--- config.mk ---
export PLATFORM = sky130hd
export DESIGN_NAME = conv2d_stream_q
export DESIGN_NICKNAME = d
export VERILOG_FILES = /design/src/rtl/conv2d_pkg.sv /design/src/rtl/conv2d_requant.sv /design/src/rtl/conv2d_stream_q.sv
export SDC_FILE = /design/constraint.sdc
export NUM_CORES = 2
export LEC_CHECK = 0
export CAP_MARGIN = 15
export CORE_AREA = 5 5 454 456
export CTS_BUF_LIST = sky130_fd_sc_hd__clkbuf_8
export CTS_CLUSTER_DIAMETER = 200
export CTS_CLUSTER_SIZE = 28
export DETAILED_ROUTE_END_ITERATION = 8
export DIE_AREA = 0 0 459 461
export PLACE_DENSITY = 0.46
export RECOVER_POWER = 25
export SLEW_MARGIN = 20
export SYNTH_ARGS = -nofsm -noshare
export SYNTH_HDL_FRONTEND = slang
export SYNTH_SLANG_ARGS = --single-unit
--- constraint.sdc ---
create_clock -name clk -period 12.7 [get_ports clk]
set_input_delay 2.54 -clock clk [delete_from_list [all_inputs] [get_ports clk]]
set_output_delay 2.54 -clock clk [all_outputs]
set_load 0.1 [all_outputs]
--- src/rtl/conv2d_pkg.sv ---
// Shared types and sizing helpers for the streaming Q-format 2-D convolution engine.
package conv2d_pkg;

    typedef enum logic [2:0] {
        S_IDLE,
        S_INIT,
        S_MAC,
        S_REQ,
        S_OUT,
        S_DONE
    } state_t;

    // Output pixel position; doubles as the filter/row/col being computed.
    typedef struct packed {
        logic [7:0] ch;
        logic [7:0] row;
        logic [7:0] col;
    } pix_idx_t;

    function automatic int out_dim(int in_sz, int k, int s, int p, int d);
        return (in_sz + 2*p - d*(k-1) - 1) / s + 1;
    endfunction

    function automatic int acc_w(int dw, int ic, int k);
        return 2*dw + $clog2(ic*k*k + 1) + 1;
    endfunction

    function automatic int in_idx(int c, int r, int x, int h, int w);
        return (c*h + r)*w + x;
    endfunction

    function automatic int w_idx(int o, int c, int kr, int kc, int ic, int k);
        return ((o*ic + c)*k + kr)*k + kc;
    endfunction

endpackage

--- src/rtl/conv2d_requant.sv ---
// Round-to-nearest (half up), arithmetic shift and saturation of an accumulator.
// CONV_RELU_EN: negative saturated results are forced to zero.
module conv2d_requant
    import conv2d_pkg::*;
#(
    parameter int DATA_WIDTH = 16,
    parameter int FRAC_BITS  = 8,
    parameter int ACC_W      = 38
) (
    input  logic signed [ACC_W-1:0]      acc,
    output logic signed [DATA_WIDTH-1:0] result,
    output logic                         sat
);
    localparam logic signed [ACC_W-1:0] MAXV = {{(ACC_W-DATA_WIDTH+1){1'b0}}, {(DATA_WIDTH-1){1'b1}}};
    localparam logic signed [ACC_W-1:0] MINV = ~MAXV;

    logic signed [ACC_W-1:0] rnd;

    generate
        if (FRAC_BITS > 0) begin : g_rnd
            localparam logic signed [ACC_W-1:0] HALF = {{(ACC_W-1){1'b0}}, 1'b1} << (FRAC_BITS-1);
            assign rnd = (acc + HALF) >>> FRAC_BITS;
        end else begin : g_nornd
            assign rnd = acc;
        end
    endgenerate

    always_comb begin
        sat    = 1'b0;
        result = rnd[DATA_WIDTH-1:0];
        if (rnd > MAXV) begin
            result = MAXV[DATA_WIDTH-1:0];
            sat    = 1'b1;
        end else if (rnd < MINV) begin
            result = MINV[DATA_WIDTH-1:0];
            sat    = 1'b1;
        end
`ifdef CONV_RELU_EN
        // sat already reflects the pre-ReLU clamp
        if (result[DATA_WIDTH-1])
            result = '0;
`endif
    end

endmodule

--- src/rtl/conv2d_stream_q.sv ---
// Sequential dilated 2-D convolution, one MAC per cycle, one result beat per output pixel.
// CONV_RELU_EN (optional): apply ReLU after saturation in the requantiser.
module conv2d_stream_q
    import conv2d_pkg::*;
#(
    parameter int IN_CHANNELS  = 2,
    parameter int OUT_CHANNELS = 2,
    parameter int IN_HEIGHT    = 4,
    parameter int IN_WIDTH     = 4,
    parameter int KERNEL_SIZE  = 3,
    parameter int STRIDE       = 1,
    parameter int PADDING      = 1,
    parameter int DILATION     = 1,
    parameter int DATA_WIDTH   = 16,
    parameter int FRAC_BITS    = 8
) (
    input  logic                                                   clk,
    input  logic                                                   rst,
    input  logic                                                   start,
    input  logic [IN_CHANNELS*IN_HEIGHT*IN_WIDTH*DATA_WIDTH-1:0]   input_tensor_flat,
    input  logic [OUT_CHANNELS*IN_CHANNELS*KERNEL_SIZE*KERNEL_SIZE*DATA_WIDTH-1:0] weights_flat,
    input  logic [OUT_CHANNELS*DATA_WIDTH-1:0]                     bias_flat,
    output logic                                                   busy,
    output logic                                                   done,
    output logic                                                   out_valid,
    input  logic                                                   out_ready,
    output logic [DATA_WIDTH-1:0]                                  out_data,
    output logic [7:0]                                             out_ch,
    output logic [7:0]                                             out_row,
    output logic [7:0]                                             out_col,
    output logic                                                   sat_flag
);
    localparam int K     = KERNEL_SIZE;
    localparam int OUT_H = out_dim(IN_HEIGHT, K, STRIDE, PADDING, DILATION);
    localparam int OUT_W = out_dim(IN_WIDTH, K, STRIDE, PADDING, DILATION);
    localparam int ACC_W = acc_w(DATA_WIDTH, IN_CHANNELS, K);

    state_t   state, state_nxt;
    pix_idx_t pix;
    logic [7:0] c_cnt, kr_cnt, kc_cnt;
    logic signed [ACC_W-1:0]        acc;
    logic signed [DATA_WIDTH-1:0]   smp, wgt, bias_s, rq_data;
    logic signed [2*DATA_WIDTH-1:0] prod;
    logic rq_sat, last_tap, last_beat, in_rng;
    int   ir, ic;

    assign out_ch  = pix.ch;
    assign out_row = pix.row;
    assign out_col = pix.col;

    assign last_tap  = (c_cnt == 8'(IN_CHANNELS-1)) && (kr_cnt == 8'(K-1)) && (kc_cnt == 8'(K-1));
    assign last_beat = (pix.ch == 8'(OUT_CHANNELS-1)) && (pix.row == 8'(OUT_H-1)) && (pix.col == 8'(OUT_W-1));
    assign bias_s    = bias_flat[int'(pix.ch)*DATA_WIDTH +: DATA_WIDTH];

    // Tap fetch: padded positions read as zero rather than indexing the tensor.
    always_comb begin
        ir     = int'(pix.row)*STRIDE + int'(kr_cnt)*DILATION - PADDING;
        ic     = int'(pix.col)*STRIDE + int'(kc_cnt)*DILATION - PADDING;
        in_rng = (ir >= 0) && (ir < IN_HEIGHT) && (ic >= 0) && (ic < IN_WIDTH);
        smp    = '0;
        if (in_rng)
            smp = input_tensor_flat[in_idx(int'(c_cnt), ir, ic, IN_HEIGHT, IN_WIDTH)*DATA_WIDTH +: DATA_WIDTH];
        wgt  = weights_flat[w_idx(int'(pix.ch), int'(c_cnt), int'(kr_cnt), int'(kc_cnt), IN_CHANNELS, K)*DATA_WIDTH +: DATA_WIDTH];
        prod = smp * wgt;
    end

    conv2d_requant #(
        .DATA_WIDTH(DATA_WIDTH),
        .FRAC_BITS (FRAC_BITS),
        .ACC_W     (ACC_W)
    ) u_requant (
        .acc   (acc),
        .result(rq_data),
        .sat   (rq_sat)
    );

    always_ff @(posedge clk) begin
        if (rst) state <= S_IDLE;
        else     state <= state_nxt;
    end

    always_comb begin
        state_nxt = state;
        busy      = 1'b0;
        done      = 1'b0;
        out_valid = 1'b0;
        case (state)
            S_IDLE: if (start) state_nxt = S_INIT;
            S_INIT: begin busy = 1'b1; state_nxt = S_MAC; end
            S_MAC:  begin busy = 1'b1; if (last_tap) state_nxt = S_REQ; end
            S_REQ:  begin busy = 1'b1; state_nxt = S_OUT; end
            S_OUT: begin
                busy      = 1'b1;
                out_valid = 1'b1;
                if (out_ready) state_nxt = last_beat ? S_DONE : S_INIT;
            end
            S_DONE: begin done = 1'b1; state_nxt = S_IDLE; end
            default: state_nxt = S_IDLE;
        endcase
    end

    always_ff @(posedge clk) begin
        if (rst) begin
            acc      <= '0;
            c_cnt    <= '0;
            kr_cnt   <= '0;
            kc_cnt   <= '0;
            pix      <= '0;
            out_data <= '0;
            sat_flag <= 1'b0;
        end else begin
            case (state)
                S_IDLE: if (start) begin
                    sat_flag <= 1'b0;
                    pix      <= '0;
                end
                S_INIT: begin
                    acc    <= ACC_W'(bias_s) <<< FRAC_BITS;
                    c_cnt  <= '0;
                    kr_cnt <= '0;
                    kc_cnt <= '0;
                end
                S_MAC: begin
                    acc <= acc + ACC_W'(prod);
                    if (kc_cnt == 8'(K-1)) begin
                        kc_cnt <= '0;
                        if (kr_cnt == 8'(K-1)) begin
                            kr_cnt <= '0;
                            c_cnt  <= last_tap ? '0 : c_cnt + 8'd1;
                        end else begin
                            kr_cnt <= kr_cnt + 8'd1;
                        end
                    end else begin
                        kc_cnt <= kc_cnt + 8'd1;
                    end
                end
                S_REQ: begin
                    out_data <= rq_data;
                    if (rq_sat) sat_flag <= 1'b1;
                end
                S_OUT: if (out_ready && !last_beat) begin
                    if (pix.col == 8'(OUT_W-1)) begin
                        pix.col <= '0;
                        if (pix.row == 8'(OUT_H-1)) begin
                            pix.row <= '0;
                            pix.ch  <= pix.ch + 8'd1;
                        end else begin
                            pix.row <= pix.row + 8'd1;
                        end
                    end else begin
                        pix.col <= pix.col + 8'd1;
                    end
                end
                default: ;
            endcase
        end
    end

endmodule
# After elaboration in Yosys (flattened, before gate mapping)

Cells that the tools add are included.
W data, S select, Z words.

Input bits: 1124
Output and inout port bits: 44
Register bits: 106

Equal/unequal tests: 20
Multiplexer cells: 33
Magnitude comparators: 6
$add $sub $neg: 17
Multipliers: 3
Reduce and logical (&&, ||, !) cells: 21
Shift-type cells: 3

Operators with widths:

| kind                    | count |
|---|---|
| $shiftx A576 B21 Y16    | 1 |
| $shiftx A512 B19 Y16    | 1 |
| $pmux W38 S2            | 1 |
| $mux W8                 | 9 |
| $mux W16                | 4 |
| $add A8 B1 Y8 const B   | 6 |
| $mux W24                | 2 |
| $pmux W24 S2            | 1 |
| $pmux W8 S2             | 3 |
| $add A38 B32 Y38        | 1 |
| $add A38 B9 Y38 const B | 1 |
| $eq A8 B2 Y1 const B    | 4 |
| $mul A16 B16 Y32        | 1 |
| $shiftx A32 B13 Y16     | 1 |
| $gt A30 B16 Y1 const B  | 1 |
| $lt A30 B16 Y1 const B  | 1 |
| $ge A10 B1 Y1 const B   | 2 |
| $lt A10 B4 Y1 const B   | 2 |
| $sub A9 B1 Y10 const B  | 2 |
| $add A8 B8 Y9           | 2 |
| $ne A2 B2 Y1 const B    | 9 |
| $add A15 B8 Y16         | 1 |
| $eq A8 B1 Y1 const B    | 2 |
| $add A14 B10 Y15        | 1 |
| 21 further kinds        | 44 |

# Logic depth before layout (Yosys ltp)

Depth in word-level cells: 10
Gate-level depth with buffers: 46

# Modules after synthesis

Synthesis repeated with hierarchy kept, for this count alone.

Cell total of the unflattened synthesis: 2826
Area, all modules: 28169.5 sq um

By module, submodules not included:

| module          | cells an instance | area an instance (sq um) | times used |
|---|---|---|---|
| conv2d_stream_q | 2664              | 27108.5                  | 1 |
| conv2d_requant  | 162               | 1061.0                   | 1 |

# Worst setup path after synthesis

Ideal clock, no wire load.

Kind: reg2reg
From: reg pix (netlist bit out_ch[1])
To: reg acc[37]
Buffers on the path: 2
Arrival: 11946 ps
Cell stages (with the launch flop): 43
Slack: 667 ps
Cell sequence: dfxtp_1 ha_1 a21oi_1 o211ai_1 a21oi_1 xnor2_1 inv_1 fa_1 inv_1 ha_1 nor3b_1 a221oi_1 o311ai_1 fa_1 xnor2_1 xnor2_1 xnor2_1 xnor3_1 (+7 left out) inv_1 fa_1 fa_1 fa_1 fa_1 inv_1 fa_1 inv_1 ha_1 a21oi_1 o221a_2 o21ai_0 a21oi_1 o31a_1 a21oi_1 a2111oi_0 xnor3_1 o31ai_1

Longest elaborated chain between the ends: 9
Elaborated cells between the ends (all ways): 10
Those cells by class: 4 x add/sub; 3 x mul; 2 x shift; 1 x mux

Ends and longest elaborated chain:

| element              | line                   | text |
|---|---|---|
| from (decl)          | conv2d_stream_q.sv:39  | `pix_idx_t pix;` |
| $add A9 B8 Y10       | conv2d_pkg.sv:33       | `return ((o*ic + c)*k + kr)*k + kc;` |
| $mul A10 B2 Y12      | conv2d_pkg.sv:33       |  |
| $add A12 B8 Y13      | conv2d_pkg.sv:33       |  |
| $mul A13 B2 Y15      | conv2d_pkg.sv:33       |  |
| $add A15 B8 Y16      | conv2d_pkg.sv:33       |  |
| $shiftx A576 B21 Y16 | conv2d_stream_q.sv:63  | `wgt = weights_flat[w_idx(int'(pix.ch), int'(c_cnt), int'(kr_cnt), int'(kc_cnt), IN_CHANNELS, K)*DATA_WIDTH +: ...` |
| $mul A16 B16 Y32     | conv2d_stream_q.sv:64  | `prod = smp * wgt;` |
| $add A38 B32 Y38     | conv2d_stream_q.sv:124 | `acc <= acc + ACC_W'(prod);` |
| $pmux W38 S2 (*)     | conv2d_stream_q.sv:112 | `case (state)` |
| to (signal assigned) | conv2d_stream_q.sv:118 | `acc <= ACC_W'(bias_s) <<< FRAC_BITS;` |
| to (signal assigned) | conv2d_stream_q.sv:124 |  |
| to (decl)            | conv2d_stream_q.sv:41  | `logic signed [ACC_W-1:0] acc;` |

Mark *: on every way between the ends. The rest lies on a longest branch, timed or not.
A chain may end at the register's enable or synchronous reset.

# Worst setup path in the final report

From: reg kr_cnt[1]
To: reg acc[36]

Longest elaborated chain between the ends: 10
Elaborated cells between the ends (all ways): 18
Those cells by class: 7 x add/sub; 2 x mul; 2 x order compare; 2 x shift; 2 x mux; 3 x reduce/logical

Ends and longest elaborated chain:

| element                                                 | line                   | text |
|---|---|---|
| from (decl)                                             | conv2d_stream_q.sv:40  | `logic [7:0] c_cnt, kr_cnt, kc_cnt;` |
| from (signal assigned)                                  | conv2d_stream_q.sv:131 | `kr_cnt <= kr_cnt + 8'd1;` |
| branches (longest 7 deep; another with $add A15 B8 Y16) | n/a                    |  |
| $mul A16 B16 Y32 (*)                                    | conv2d_stream_q.sv:64  |  |
| $add A38 B32 Y38 (*)                                    | conv2d_stream_q.sv:124 |  |
| $pmux W38 S2 (*)                                        | conv2d_stream_q.sv:112 |  |

Every way passes the cells marked *.

==> metrics.cfg <==
[status]
status = finished, final reports clean

[synth]
synth.area.top_cells = mux4_2 27%, fa_1 24%, ha_1 7.8%
synth.distinct_cells = 80
synth_top_area_cell = mux4_2
synth-edff-count = 0
ys.flop_type = dfxtp_1
netlist_area_sq_mm = 0.02829
seq_area_frac_synth_pct = 7.500
synth_nets = 4404
synth_top_area_share_pct = 26.67
yosysWarnings = 0
ys_seq_elements = 106
netlist_instances = 2762
postSynthAreaPerCell_sq_um = 10.24
async_reset_ff_share_pct = 0

[power]
peakVddDrop_mv = 0.3936
p_per_area_mw_per_mm2 = 251.5
total_power_mw = 11.00
clkPwrFrac_pct = 2.3
internal_power_mw = 4.727
power_frac_seq_pct = 4.7
p_sw_mw = 6.268
p_leak_nw = 17.20
comb_power_share_pct = 93.0
p_sw_share_pct = 57.00

[timing]
fin_crit_sh_pct = 94.97
tns_ps = 0
max-slew-margin-rel_pct = 26.29
slew_viol_final = 0
hold_violations = 0
final-setup-viol-count = 0
clock.fmax_mhz = 82.91
rsz0062_at_grt = false
clock_skew_ps = 26.65
tightest_slew_ps = 1102
finalCriticalPeriod_ps = 12060

[placement]
portBuffers = 1167
gp_congestion = 0.9311
post-dp-hpwl_mm = 192.8

[floorplan]
initial_core_util_pct = 14.06
dieArea_sq_mm = 0.2116
row_count = 165
die_h_um = 461
dieWidth_um = 459
io-pin-count = 1168
core_area_sq_mm = 0.2013

[clock_tree]
htree_levels = 3
clock_path_buffers = 2
cts_made_buffers = 9
clk_latency_ps = 450
clock_sinks = 106
cts_tree = yes
post_cts_buffers = 0
root_buffer = clkbuf_8
clk_pin_slew_ps = 130

[grt]
grt_max_degree = 69
antenna_found_initial = 157
grtUsageTotal_pct = 19.32
grt_first_pass_wirelength_mm = 273.1
overflow = 0
grt_pass1_vias = 28904

[drt]
dr_total_vias = 27508
drc = 0
ant_nets = 0
viasPerCell = 4.167
first_pass_iters = 6
drtIter0Drc = 1975
wire_per_inst_um = 32.01
finalWirelength_mm = 211.4

[final_layout]
multiInputGateArea_sq_mm = 0.02372
drive_gt1_share_pct = 12.26
synthToLayoutAreaGrowth_pct = 54.54
utilization_pct = 21.72
ff_latch_area_sq_mm = 0.002123
fill_cells = 22004
nets = 5496

[worst_setup_path]
cp.arrival_ps = 12400
crit_type = flip-flop to flip-flop
worstPathRequired_ps = 13040
cp-start-kind = flip-flop
cp_max_fo = 16
cp-end-kind = flip-flop
cp_slowest_cell = nor2_2
critPathMaxStageDelay_ps = 970
crit_top_cell = inv_1

[worst_hold_path]
min_path_type = flip-flop to flip-flop

[job]
cap_violations = 0

metal layers:
metal | track usage [%] | vias to the layer above | share of wire (%)
met5 | 0 | - | 0.25
met3 | 8.520 | 235 | 11
met2 | 31.60 | 1290 | 46
met1 | 24.02 | 14011 | 41
li1 | - | 11888 | -
met4 | 2.820 | 84 | 1.5
worst max-delay path, delay by kind of cell, from the launching register on:
kind | cells | cell delay, ps
flip-flops | 1 | 390
buffers and inverters | 10 | 790
XOR/XNOR | 2 | 240
adder cells (fa/ha/maj) | 13 | 5560
AND/OR/NAND/NOR | 6 | 2910
AO/OA/AOI/OAI | 8 | 1990
cell usage in the layout, fill, tap and decap left out, drive strengths merged, types with 9 or more instances in the layout:
cell type	n
or3	11
a211oi	13
dfxtp	106
nor3b	10
ha	176
xor2	34
nand2	186
and2	134
a31oi	11
mux4	335
nand4	25
nor2	168
clkbuf	10
fa	342
a21o	18
nor3	34
nor4	9
nand3	29
clkdlybuf4s50	1165
o22ai	16
o21ai	71
inv	492
o21a	11
mux2i	55
o221ai	11
a21oi	96
buf	74
xnor2	73
and3	17
diode	71
registers in the layout, indices dropped and copies added, names as in the netlist:
name,cells
acc,38
c_cnt,8
kc_cnt,8
kr_cnt,8
out_ch,8
out_col,8
out_data,16
out_row,8
sat_flag,1
state,3
through the flow:
stage | instances | setup slack, ps | hold slack [ps] | cell area, sq um
6_report | 6602 | 638.4 | 492.9 | 43720
4_1_cts | 6531 | 374.1 | 496.2 | 43540
3_3_place_gp | 6515 | 510.9 | 462.8 | 43330
3_5_place_dp | 6515 | 405.3 | 473.6 | 43330
5_1_grt | 6544 | 23.07 | 523.5 | 43580
2_1_floorplan | 2762 | 666.7 | 484.1 | 28290
cell families after synthesis:
logic type,count (synthesis),synth area share [%]
muxes,391,28.65
AOI/OAI and AO/OA,316,7.067
xor gates and xnor gates,110,3.551
adders and majority gates,518,31.98
buffers and inverters,649,9.172
DFF,106,7.500
and+or+nand+nor,672,12.07
area by class of cell:
type,count,share of cell area [%]
Clock inverter,7,0.2003
Tap cell,2672,7.646
Timing Repair Buffer,1242,28.17
Multi-Input combinational cell,2007,54.25
Sequential cell,106,4.856
Antenna cell,71,0.4064
Inverter,488,4.189
Clock buffer,9,0.2833
timing repair:
item,in CTS,in global routing
endpoints found under the setup margin,0,5
hold buffers,0,0
resized for setup,0,5
path summary, 6_finish.rpt:
path | from | slack, ps | cells after the start | to
max | kr_cnt[1] | 640 | 39 | acc[36]
max reg2reg | kr_cnt[1] | 640 | 39 | acc[36]
min reg2reg | out_data[0] | 490 | 2 | out_data[0]
min | out_data[0] | 490 | 2 | out_data[0]
power groups by stage:
stage	clock (mW)	sequential (mW)	combinational (mW)
final	0.249	0.516	10.2
after global routing	0.270	0.527	11.1
after CTS	0.257	0.516	10.6
after detailed placement	0	0.524	10.6
after global placement	0	0.524	10.6
after floorplan	0	0.545	6.22
synth_stat cells (12+ instances only):
master	n
a211oi_1	13
a21o_1	18
a21oi_1	95
and2_1	126
and3_1	17
buf_1	14
buf_2	43
buf_4	12
clkbuf_1	84
dfxtp_1	106
fa_1	342
ha_1	176
inv_1	488
mux2i_1	55
mux4_2	335
nand2_1	186
nand3_1	28
nand4_1	25
nor2_1	153
nor3_1	33
o21ai_0	68
o22ai_1	16
xnor2_1	73
xor2_1	34
Note: power is estimated with default switching activity, not from simulation.
